$ cat src/rtl/mic_pkg.sv
// Constants and types shared between the microphone frame assembler and the beam-summing adder tree.
package mic_pkg;
  localparam int MIC_NUM_CH   = 8;
  localparam int MIC_SAMPLE_W = 19;
  localparam int MIC_CH_W     = 3;

  typedef logic signed [MIC_SAMPLE_W-1:0] sample_t;
  typedef sample_t [MIC_NUM_CH-1:0]       frame_t;

  typedef enum logic {
    ASM_FILL = 1'b0,
    ASM_FULL = 1'b1
  } asm_state_e;
endpackage

$ cat src/rtl/mic_frame_assembler_out_reg.sv
// Valid/ready holding register for one assembled frame; "free" tells the producer a load lands this cycle.
module frame_out_reg
  import mic_pkg::*;
#(
  parameter type frame_type = frame_t
) (
  input  logic      clk,
  input  logic      rst_n,
  input  logic      load,
  input  frame_type load_data,
  output logic      free,
  output logic      m_valid,
  input  logic      m_ready,
  output frame_type m_data
);

  logic      vld_p0;
  frame_type data_p0;

  // Free when empty or being drained this cycle, so back-to-back frames see no bubble.
  assign free = !vld_p0 || m_ready;

  always_ff @(posedge clk or negedge rst_n) begin
    if (!rst_n) begin
      vld_p0  <= 1'b0;
      data_p0 <= '0;
    end else if (load && free) begin
      vld_p0  <= 1'b1;
      data_p0 <= load_data;
    end else if (m_ready) begin
      vld_p0  <= 1'b0;
    end
  end

  assign m_valid = vld_p0;
  assign m_data  = data_p0;

endmodule

$ cat src/rtl/mic_frame_assembler.sv
// Gathers time-multiplexed per-microphone samples into one parallel NUM_CH-lane frame for the adder tree.
module mic_frame_assembler
  import mic_pkg::*;
#(
  parameter int NUM_CH   = MIC_NUM_CH,
  parameter int SAMPLE_W = MIC_SAMPLE_W,
  parameter int CNT_W    = 16
) (
  input  logic                       clk,
  input  logic                       rst_n,
  input  logic                       s_valid,
  output logic                       s_ready,
  input  logic signed [SAMPLE_W-1:0] s_data,
  input  logic [$clog2(NUM_CH)-1:0]  s_chan,
  output logic                       m_valid,
  input  logic                       m_ready,
  output logic [NUM_CH*SAMPLE_W-1:0] m_data,
  output logic                       frame_err,
  output logic [CNT_W-1:0]           frame_cnt
);

  localparam int CH_W = $clog2(NUM_CH);
  localparam logic [CH_W-1:0] LAST_CH = CH_W'(NUM_CH - 1);

  typedef logic signed [SAMPLE_W-1:0] lane_t;
  typedef lane_t [NUM_CH-1:0]         frame_w_t;

  asm_state_e      state, state_nxt;
  logic [CH_W-1:0] exp_ch, exp_ch_nxt;
  frame_w_t        asm_buf, asm_buf_nxt;
  frame_w_t        out_frame;
  logic            accept, in_seq, last_lane, out_free, load, err_nxt;

  assign s_ready   = (state == ASM_FILL);
  assign accept    = s_valid && s_ready;
  assign in_seq    = accept && (s_chan == exp_ch);
  assign last_lane = in_seq && (exp_ch == LAST_CH);

  always_comb begin
    state_nxt   = state;
    exp_ch_nxt  = exp_ch;
    asm_buf_nxt = asm_buf;
    load        = 1'b0;
    err_nxt     = 1'b0;

    if (in_seq) begin
      asm_buf_nxt[exp_ch] = s_data;
      exp_ch_nxt          = exp_ch + 1'b1;
    end else if (accept) begin
      // Out-of-order channel: drop the partial frame; a channel-0 sample restarts assembly.
      err_nxt     = 1'b1;
      asm_buf_nxt = '0;
      if (s_chan == '0) begin
        asm_buf_nxt[0] = s_data;
        exp_ch_nxt     = CH_W'(1);
      end else begin
        exp_ch_nxt     = '0;
      end
    end

    case (state)
      ASM_FILL: begin
        if (last_lane) begin
          load = 1'b1;
          if (!out_free) state_nxt = ASM_FULL;
        end
      end
      ASM_FULL: begin
        load = 1'b1;
        if (out_free) state_nxt = ASM_FILL;
      end
      default: state_nxt = ASM_FILL;
    endcase
  end

  always_ff @(posedge clk or negedge rst_n) begin
    if (!rst_n) begin
      state     <= ASM_FILL;
      exp_ch    <= '0;
      asm_buf   <= '0;
      frame_err <= 1'b0;
      frame_cnt <= '0;
    end else begin
      state     <= state_nxt;
      exp_ch    <= exp_ch_nxt;
      asm_buf   <= asm_buf_nxt;
      frame_err <= err_nxt;
      if (m_valid && m_ready) frame_cnt <= frame_cnt + CNT_W'(1);
    end
  end

  // Output stage: asm_buf_nxt already carries the final lane when the frame completes.
  frame_out_reg #(
    .frame_type (frame_w_t)
  ) u_out_reg (
    .clk       (clk),
    .rst_n     (rst_n),
    .load      (load),
    .load_data (asm_buf_nxt),
    .free      (out_free),
    .m_valid   (m_valid),
    .m_ready   (m_ready),
    .m_data    (out_frame)
  );

  assign m_data = out_frame;

endmodule

$ cat config.mk
export PLATFORM = sky130hd
export DESIGN_NAME = mic_frame_assembler
export DESIGN_NICKNAME = d
export VERILOG_FILES = /design/src/rtl/mic_pkg.sv /design/src/rtl/mic_frame_assembler_out_reg.sv /design/src/rtl/mic_frame_assembler.sv
export SDC_FILE = /design/constraint.sdc
export NUM_CORES = 1
export LEC_CHECK = 0
export ABC_AREA = 1
export CAP_MARGIN = 20
export CORE_MARGIN = 5
export CORE_UTILIZATION = 50
export CTS_CLUSTER_SIZE = 20
export DETAILED_ROUTE_END_ITERATION = 8
export PLACE_DENSITY = 0.73
export SLEW_MARGIN = 20
export SYNTH_ARGS = -nofsm -noshare
export SYNTH_HDL_FRONTEND = slang
export SYNTH_SLANG_ARGS = --single-unit
export TNS_END_PERCENT = 50
$ cat constraint.sdc
create_clock -name clk -period 1.9 [get_ports clk]
set_input_delay 0.19 -clock clk [delete_from_list [all_inputs] [get_ports clk]]
set_output_delay 0.19 -clock clk [all_outputs]
set_load 0.05 [all_outputs]
==> flow_metrics.env, run 1 <==
export IMPL_max_freq_mhz=535
export IMPL_grt_util_all_layers_pct=27.1
export IMPL_synth_top_family_by_area="simple AND/OR/NAND/NOR gates"
export IMPL_final_nets=2260
export IMPL_area_growth_pct=25.8
export IMPL_drive_gt1_share_pct=9.44
export IMPL_antenna_found_initial=2
export IMPL_vias=15470
export IMPL_start_util_pct=50.8
export IMPL_synth_area_per_cell_sq_um=7.76
export IMPL_post_drt_wl_per_cell_microns=18.7
export IMPL_cp_top_family="buffers and inverters"
export IMPL_cts_sinks=326
export IMPL_r2r_cells=9
export IMPL_powerDensity_nw_per_um2=775
export IMPL_finish_utilization_pct=63.9
export IMPL_maxSlewHeadroom_pct=62.1
export IMPL_cts_made_buffers=36
export IMPL_gr_total_overflow=0
export IMPL_crit_slowest_cell="clkdlybuf4s50_1"
export IMPL_layout_common_cells="nand2_1, dfrtp_1, nand4_1"
export IMPL_synth_mux_area_share_pct=0
export IMPL_finalCriticalPeriod_ps=1870
export IMPL_irDropWorstVdd_uv=535
export IMPL_first_pass_iters=5
export IMPL_synth_fa_ha_area_share_pct=0.234
export IMPL_clock_path_buffers=3
export IMPL_drtAntennaViolNets=0
export IMPL_cts_setup_buffers=0
export IMPL_synthTopCellsByArea="dfrtp_1, nand2_1, nand4_1, nand3_1, buf_2"
export IMPL_yosys_area_top_type="dfrtp_1"
export IMPL_worstMarginPinSlew_ps=570
export IMPL_multi_input_area_sq_um=6860
export IMPL_run_status="completed"
export IMPL_drt_iter0_markers=1847
export IMPL_core_sq_um=31600
export IMPL_synth_xor_area_share_pct=0.709
export IMPL_leakage_uw=0.0123
export IMPL_cp_num_buf_inv=1
export IMPL_placed_area_sq_um=18900
export IMPL_dpl_hpwl_microns=31100
export IMPL_portBuffers=196
export IMPL_critPathRequiredTime_ps=1710
export IMPL_cp_cell_sequence="clkdlybuf4s50_1"
export IMPL_yosysSeqAreaShare_pct=50.8
export IMPL_drc_errors=0
export IMPL_dieArea_sq_um=35800
export IMPL_final_common_cell="nand2_1"
export IMPL_hold_viol_final=0
export IMPL_dieWidth_microns=189
export IMPL_end_kind="primary output"
export IMPL_crit_arrival_ps=1680
export IMPL_htree_levels=2
export IMPL_syn_inst=2071
export IMPL_grt_max_degree=75
export IMPL_synth_compound_area_share_pct=0.202
export IMPL_seqCellArea_sq_um=8160
export IMPL_slowest_delay_ps=810
export IMPL_start_kind="register"
export IMPL_yosysUniqueCellTypes=25
export IMPL_drt_total_wl_microns=49800
export IMPL_crit_type="register to primary output"
export IMPL_maxCapViolCount=0
export IMPL_first_global_vias=14688
export IMPL_core_rowCount=65
export IMPL_clk_latency_ps=520
export IMPL_cts_clk_slew_worst_paths_ps=60
export IMPL_cts_root_buf="clkbuf_16"
export IMPL_setup_viol=0
export IMPL_fin_skew_ps=14.7
export IMPL_cp_depth=1
export IMPL_die_h_microns=189
export IMPL_fin_crit_sh_pct=98.4
export IMPL_netlist_area_leader_share_pct=50.8
export IMPL_synth_seq_cells=326
export IMPL_yosys_area_share_simple_pct=41.3
export IMPL_yosysWarnings=0
export IMPL_critPathMaxFanout=2
export IMPL_gp_congestion=0.861
export IMPL_grt_pass1_wl_microns=79700
export IMPL_hold_path_class="input pin to asynchronous set/reset pin"
export IMPL_final_max_slew_viol_count=0
export IMPL_syn_nets=2100
export IMPL_fillers=2586
export IMPL_via_per_inst=5.81
export IMPL_stdcell_area_sq_um=20200
export IMPL_netlist_area_sq_um=16100
export IMPL_ios=197
export IMPL_cts_tree="yes"
## what timing repair did
| item | CTS | global route |
|---|---|---|
| hold buffers | 1 | 0 |
| endpoints found under the setup margin | 60 | 106 |
| gates cloned | 0 | 0 |
| hold endpoints to repair | 45 | 0 |
| gates resized for setup | 60 | 72 |
## path summary, 6_finish.rpt
path | slack (ps) | from | to
hold / removal | 200 | rst_n | asm_buf[43]
min in group clk | 460 | m_ready | frame_cnt[0]
max in group asynchronous | 940 | rst_n | asm_buf[120]
hold reg to reg | 480 | u_out_reg.m_data[132] | u_out_reg.m_data[132]
setup reg to reg | 100 | exp_ch[0] | u_out_reg.m_data[50]
setup / recovery | 30 | u_out_reg.m_data[117] | m_data[117]
## metal layers
| metal | share of wire (%) | track usage (%) | wire length [microns] | up-vias |
|---|---|---|---|---|
| li1 | - | - | - | 7188 |
| met1 | 40 | 36.5 | 19900 | 7400 |
| met3 | 8.1 | 4.78 | 4020 | 173 |
| met5 | 0 | 0 | 0 | - |
| met2 | 46 | 42.9 | 23100 | 709 |
| met4 | 5.6 | 13.1 | 2780 | 0 |
## cell type report
cell class              instances  area share [%]
multi-input cells            1523            34.0
well taps                     402            2.49
flip-flops and latches        326            40.4
clock buffers                  45            4.93
diodes                          2          0.0248
repair buffers                319            16.8
inverters                      25           0.477
clock inverters                19           0.947
## through the flow
step                      std cells  power (uW)  worst slack (ps)  setup TNS, ps  hold slack, ps
after floorplan                2071        8050               121              0            -106
after CTS                      2659       15700             0.248              0             222
final                          2661       15700              31.1              0             196
after detailed placement       2594        8740              -183         -15800             162
after global routing           2661       16200             -4.83          -6.57             220
after global placement         2594        8720              -102          -6790             158
## where the power goes
| part | internal (uW) | switching (uW) | leakage [uW] | total (uW) |
|---|---|---|---|---|
| Sequential | 7020 | 56.9 | 0.00450 | 7080 |
| Combinational | 442 | 1130 | 0.00721 | 1570 |
| Clock | 4150 | 2870 | 0.000581 | 7010 |
| Total | 11600 | 4050 | 0.0123 | 15700 |
## synth_stat cells
library cell,number
buf_2,83
nand3_2,5
o211ai_1,1
inv_1,19
nand4_2,1
nor2_1,10
nand3_1,216
buf_6,13
clkbuf_1,57
nor2_2,1
nand2_2,2
buf_1,31
xnor2_1,3
nor3_1,5
nand2_1,992
a21oi_1,1
dfrtp_1,326
nand4_1,267
ha_1,3
xor2_1,10
buf_4,13
nand2_4,1
o21ai_0,4
nor2_4,1
inv_2,6
## registers in the layout, summed over array words and instances (netlist names)
register / flops
exp_ch: 3
u_out_reg.m_data: 152
frame_cnt: 16
u_out_reg.m_valid: 1
state: 1
asm_buf: 152
frame_err: 1
## logic make-up (layout without fill, tap and decap cells)
logic type	after synthesis	in the layout
AND/OR/NAND/NOR	1501	1501
adder cells (fa/ha/maj)	3	3
buffers and inverters	222	408
XOR/XNOR	13	13
AO/OA/AOI/OAI	6	6
flip-flops	326	326
other	0	2
No activity file was read; power rests on OpenSTA's default activity.
==> run 2, diff against run 1 <==
--- a/config.mk
+++ b/config.mk
@@ -8,10 +8,9 @@
 export ABC_AREA = 1
 export CAP_MARGIN = 20
 export CORE_MARGIN = 5
-export CORE_UTILIZATION = 50
+export CORE_UTILIZATION = 40
 export CTS_CLUSTER_SIZE = 20
 export DETAILED_ROUTE_END_ITERATION = 8
-export PLACE_DENSITY = 0.73
 export SLEW_MARGIN = 20
 export SYNTH_ARGS = -nofsm -noshare
 export SYNTH_HDL_FRONTEND = slang
==> run 2 against run 1 <==
Against the previous run: cell area up 0.57%; sequential share of layout area decreased by 0.23 points; core utilization down 13 points; first-iteration DRC count decreased by 24%; critical path type unchanged.
==> flow_metrics.env, run 2 (same netlist as run 1, synthesis figures left out) <==
export IMPL_run_status="completed"
export IMPL_first_pass_iters=6
export IMPL_dieArea_sq_um=44300
export IMPL_swShare_pct=25.9
export IMPL_area_growth_pct=26.5
export IMPL_route_layer_met1_wl_microns=22700
export IMPL_vias=15188
export IMPL_start_util_pct=40.4
export IMPL_end_kind="primary output"
export IMPL_crit_arrival_ps=1540
export IMPL_crit_type="register to primary output"
export IMPL_critPathRequiredTime_ps=1710
export IMPL_crit_slowest_cell="dlygate4sd2_1"
export IMPL_wl_met3_microns=3640
export IMPL_htree_levels=2
export IMPL_hold_viol_final=0
export IMPL_cts_sinks=326
export IMPL_maxCapViolCount=0
export IMPL_worstMarginPinSlew_ps=581
export IMPL_final_max_slew_viol_count=0
export IMPL_drt_total_wl_microns=53300
export IMPL_first_global_vias=14561
export IMPL_whs_ps=111
export IMPL_drtAntennaViolNets=0
export IMPL_cp_cell_sequence="dlygate4sd2_1"
export IMPL_start_kind="register"
export IMPL_p_clk_share_pct=46.8
export IMPL_grt_util_all_layers_pct=23.6
export IMPL_gp_congestion=0.815
export IMPL_antenna_found_initial=1
export IMPL_power_switching_uw=4250
export IMPL_core_rowCount=73
export IMPL_combPwrFrac_pct=10.2
export IMPL_cts_clk_slew_worst_paths_ps=60
export IMPL_hold_path_class="input pin to asynchronous set/reset pin"
export IMPL_setup_viol=0
export IMPL_core_sq_um=39700
export IMPL_drt_iter0_markers=1402
export IMPL_die_h_microns=210
export IMPL_cp_num_buf_inv=1
export IMPL_cts_root_buf="clkbuf_16"
export IMPL_p_int_uw=12200
export IMPL_drive_gt1_share_pct=9.71
export IMPL_portBuffers=196
export IMPL_met2_wirelength_microns=24600
export IMPL_maxSlewHeadroom_pct=61.4
export IMPL_via_per_inst=5.46
export IMPL_top_layer="met4"
export IMPL_leakage_uw=0.0117
export IMPL_clk_latency_ps=560
export IMPL_max_freq_mhz=577
export IMPL_drc_errors=0
export IMPL_irDropWorstVdd_uv=541
export IMPL_ios=197
export IMPL_dieWidth_microns=210
export IMPL_cts_tree="yes"
export IMPL_slowest_delay_ps=560
export IMPL_finalCriticalPeriod_ps=1730
export IMPL_grt_pass1_wl_microns=84400
export IMPL_final_nets=2256
export IMPL_dp_cells=2709
export IMPL_dpl_hpwl_microns=32600
export IMPL_layout_common_cells="nand2_1, dfrtp_1, nand4_1"
export IMPL_gr_total_overflow=0
export IMPL_clock_path_buffers=3
export IMPL_fin_crit_sh_pct=91.2
export IMPL_cp_top_family="buffers and inverters"
export IMPL_grt_max_degree=81
export IMPL_post_drt_wl_per_cell_microns=19.2
export IMPL_final_cells=2781
export IMPL_powerDensity_nw_per_um2=808
export IMPL_pwr_share_seq_pct=43.1
export IMPL_cts_made_buffers=38
export IMPL_fin_skew_ps=19.7
export IMPL_final_common_cell="nand2_1"
export IMPL_rsz0062_at_grt="yes"
export IMPL_critPathMaxFanout=2
==> run 2: cell types whose count changed in the layout (fill, tap and decap cells not counted), moves of 8 or more <==
cell / before / now
dlygate4sd2_1: 60 / 154
buf_4: 89 / 81
dlymetal6s2s_1: 65 / 3
buf_12: 32 / 48
clkdlybuf4s50_1: 65 / 24
==> run 2: path summary, 6_finish.rpt <==
check | start | endpoint | slack [ps] | cells past startpoint
max | u_out_reg.m_data[53] | m_data[53] | 170 | 1
min | rst_n | u_out_reg.m_data[30] | 110 | 2
max in group asynchronous | rst_n | u_out_reg.m_data[122] | 1030 | 3
min in group clk | m_ready | frame_cnt[0] | 400 | 3
max reg2reg | exp_ch[0] | u_out_reg.m_data[30] | 180 | 10
min reg2reg | u_out_reg.m_data[66] | u_out_reg.m_data[66] | 470 | 2
==> run 2: final cells by class <==
class	instances	area [sq um]
clock buffers	52	1110
multi-input cells	1523	6860
fillers	3798	19400
flip-flops and latches	326	8160
repair buffers	313	3230
diodes	1	2.50
well taps	525	657
clock inverters	16	200
inverters	25	96.3
==> run 2: what timing repair did <==
item                                    CTS  global route
endpoints found under the setup margin  154            14
endpoints found under the hold margin   326             0
resized for setup                       154             4
hold buffers                              1             0
pin swaps                                 0             0
setup buffers                             0             2
==> run 2: power by group through the flow <==
stage	Clock, uW	Combinational (uW)	Sequential [uW]
global placement	0	1650	7200
finish	7680	1670	7070
global route	8100	1780	7080
floorplan	0	791	7260
CTS	7830	1650	7070
detailed placement	0	1660	7200
==> run 2: through the flow <==
step | util (%) | instance area, sq um | power, uW | setup TNS, ps | setup WS, ps
after floorplan | - | 16100 | 8050 | 0 | 121
after global placement | 48.2 | 19200 | 8850 | -998 | -35.0
after detailed placement | 48.2 | 19200 | 8860 | -1850 | -64.3
after CTS | 51.1 | 20300 | 16600 | 0 | 2.39
after global routing | 51.1 | 20300 | 17000 | -2.84 | -2.84
final | 51.1 | 20300 | 16400 | 0 | 167
==> run 2: routing by layer <==
layer  track usage (%)  up-vias
li1                  -     7204
met1              32.2     7249
met2              37.4      598
met3              4.21      137
met4              9.59        0
met5                 0        -
==> run 3, diff against run 2 <==
--- a/config.mk
+++ b/config.mk
@@ -11,6 +11,7 @@
 export CORE_UTILIZATION = 40
 export CTS_CLUSTER_SIZE = 20
 export DETAILED_ROUTE_END_ITERATION = 8
+export RECOVER_POWER = 25
 export SLEW_MARGIN = 20
 export SYNTH_ARGS = -nofsm -noshare
 export SYNTH_HDL_FRONTEND = slang
==> run 3 against run 2 <==
Against the previous run: clock-buffer cell count is the same; final cell count is the same; worst setup slack improved by 4.2 ps; hold slack improved by 220 ps; core utilization is 0.098 points lower; die area did not move; critical path type unchanged; largest cell class unchanged; largest power group unchanged.
==> flow_metrics.env, run 3 (same netlist as run 1, synthesis figures left out) <==
export IMPL_irDropWorstVdd_uv=541
export IMPL_cts_made_buffers=38
export IMPL_crit_slowest_cell="dlygate4sd2_1"
export IMPL_via_per_inst=5.46
export IMPL_drt_iter0_markers=1460
export IMPL_reg2reg_from="exp_ch[2]"
export IMPL_end_kind="primary output"
export IMPL_setup_viol=0
export IMPL_portBuffers=196
export IMPL_die_h_microns=210
export IMPL_core_rowCount=73
export IMPL_hold_viol_final=0
export IMPL_dieArea_sq_um=44300
export IMPL_drive_gt1_share_pct=9.71
export IMPL_reg2reg_slack_ps=170
export IMPL_critPathRequiredTime_ps=1710
export IMPL_core_sq_um=39700
export IMPL_maxSlewHeadroom_pct=35.3
export IMPL_drc_errors=0
export IMPL_crit_arrival_ps=1540
export IMPL_fin_crit_sh_pct=91.0
export IMPL_dpl_hpwl_microns=32600
export IMPL_cts_root_buf="clkbuf_16"
export IMPL_grt_util_all_layers_pct=23.6
export IMPL_placed_area_sq_um=19200
export IMPL_ios=197
export IMPL_cp_startpoint="u_out_reg.m_data[53]"
export IMPL_gr_total_overflow=0
export IMPL_vias=15183
export IMPL_cp_depth=1
export IMPL_critPathMaxFanout=2
export IMPL_rsz0062_at_grt="yes"
export IMPL_cts_clk_slew_worst_paths_ps=60
export IMPL_stdcell_area_sq_um=20300
export IMPL_area_growth_pct=26.2
export IMPL_r2r_cells=9
export IMPL_fin_skew_ps=17.2
export IMPL_timing_final_ws_setup_ps=171
export IMPL_fillers=3804
export IMPL_dieWidth_microns=210
export IMPL_cp_cell_sequence="dlygate4sd2_1"
export IMPL_post_drt_wl_per_cell_microns=19.2
export IMPL_clk_latency_ps=560
export IMPL_maxCapViolCount=0
export IMPL_clock_path_buffers=3
export IMPL_cp_top_family="buffers and inverters"
export IMPL_htree_levels=2
export IMPL_run_status="completed"
export IMPL_antenna_found_initial=1
export IMPL_crit_type="register to primary output"
export IMPL_max_freq_mhz=578
export IMPL_cts_tree="yes"
export IMPL_place_ws_ps=-64.3
export IMPL_first_pass_iters=7
export IMPL_powerDensity_nw_per_um2=809
export IMPL_first_global_vias=14561
export IMPL_hold_path_class="input pin to asynchronous set/reset pin"
export IMPL_final_common_cell="nand2_1"
export IMPL_cts_sinks=326
export IMPL_start_util_pct=40.4
export IMPL_worstMarginPinSlew_ps=970
export IMPL_drtAntennaViolNets=0
export IMPL_layout_common_cells="nand2_1, dfrtp_1, nand4_1"
export IMPL_finalCriticalPeriod_ps=1730
export IMPL_final_nets=2256
export IMPL_grt_max_degree=81
export IMPL_start_kind="register"
export IMPL_cp_num_buf_inv=1
export IMPL_slowest_delay_ps=560
export IMPL_drt_total_wl_microns=53300
export IMPL_gp_congestion=0.815
export IMPL_final_max_slew_viol_count=0
export IMPL_leakage_uw=0.0117
export IMPL_grt_pass1_wl_microns=84400
-- run 3: changes by cell type in the layout (fill, tap and decap cells not counted) --
cell / previous run / this run
buf_8: 1 / 0
buf_4: 81 / 80
clkbuf_2: 0 / 2
buf_6: 1 / 4
buf_12: 48 / 45
-- run 3: area by class of cell --
class | count | area [sq um] | share of cell area, %
Multi-Input combinational cell | 1523 | 6860 | 33.8
Antenna cell | 1 | 2.50 | 0.0123
Clock buffer | 52 | 1110 | 5.50
Clock inverter | 16 | 200 | 0.987
Timing Repair Buffer | 313 | 3190 | 15.7
Inverter | 25 | 96.3 | 0.475
Sequential cell | 326 | 8160 | 40.2
Tap cell | 525 | 657 | 3.24
-- run 3: final timing paths --
kind                                         end
max                                   m_data[53]
min                         u_out_reg.m_data[30]
max reg2reg                u_out_reg.m_data[147]
min reg2reg                 u_out_reg.m_data[66]
max in group asynchronous           asm_buf[146]
min in group clk                    frame_cnt[0]
-- run 3: worst register-to-register path, stage by stage, from the launching register on --
cell	delay, ps
dfrtp_2	460
buf_12	300
nand3_2	150
buf_4	210
nand2_1	80
nand2_1	50
nand4_1	70
nand2_1	120
nand3_1	110
nand2_1	60
-- run 3: through the flow --
stage          utilization, %  power (uW)  setup TNS, ps  cells  hold slack, ps
6_report                 51.1       16400              0   2781             336
3_5_place_dp             48.2        8860          -1850   2709            95.3
3_3_place_gp             48.2        8850           -998   2709            96.9
4_1_cts                  51.1       16600              0   2778             103
5_1_grt                  51.1       16900          -2.84   2781             409
2_1_floorplan               -        8050              0   2071            -106
-- run 3: where the power goes --
| part | internal, uW | switching, uW |
|---|---|---|
| Sequential | 7020 | 54.9 |
| Clock | 4660 | 3010 |
| Combinational | 487 | 1170 |
| Total | 12200 | 4230 |
-- run 3: layer usage --
layer | part of all wire, % | global-route usage, %
met2 | 46 | 37.4
met3 | 7.4 | 4.21
met5 | 0 | 0
met1 | 42 | 32.2
met4 | 4.0 | 9.59
-- run 3: repair_timing --
item	CTS	global route
pin swaps	0	0
gates resized for setup	154	4
hold buffers	1	0
endpoints found under the hold margin	326	0
buffers inserted	0	2
setup endpoints to repair	154	14
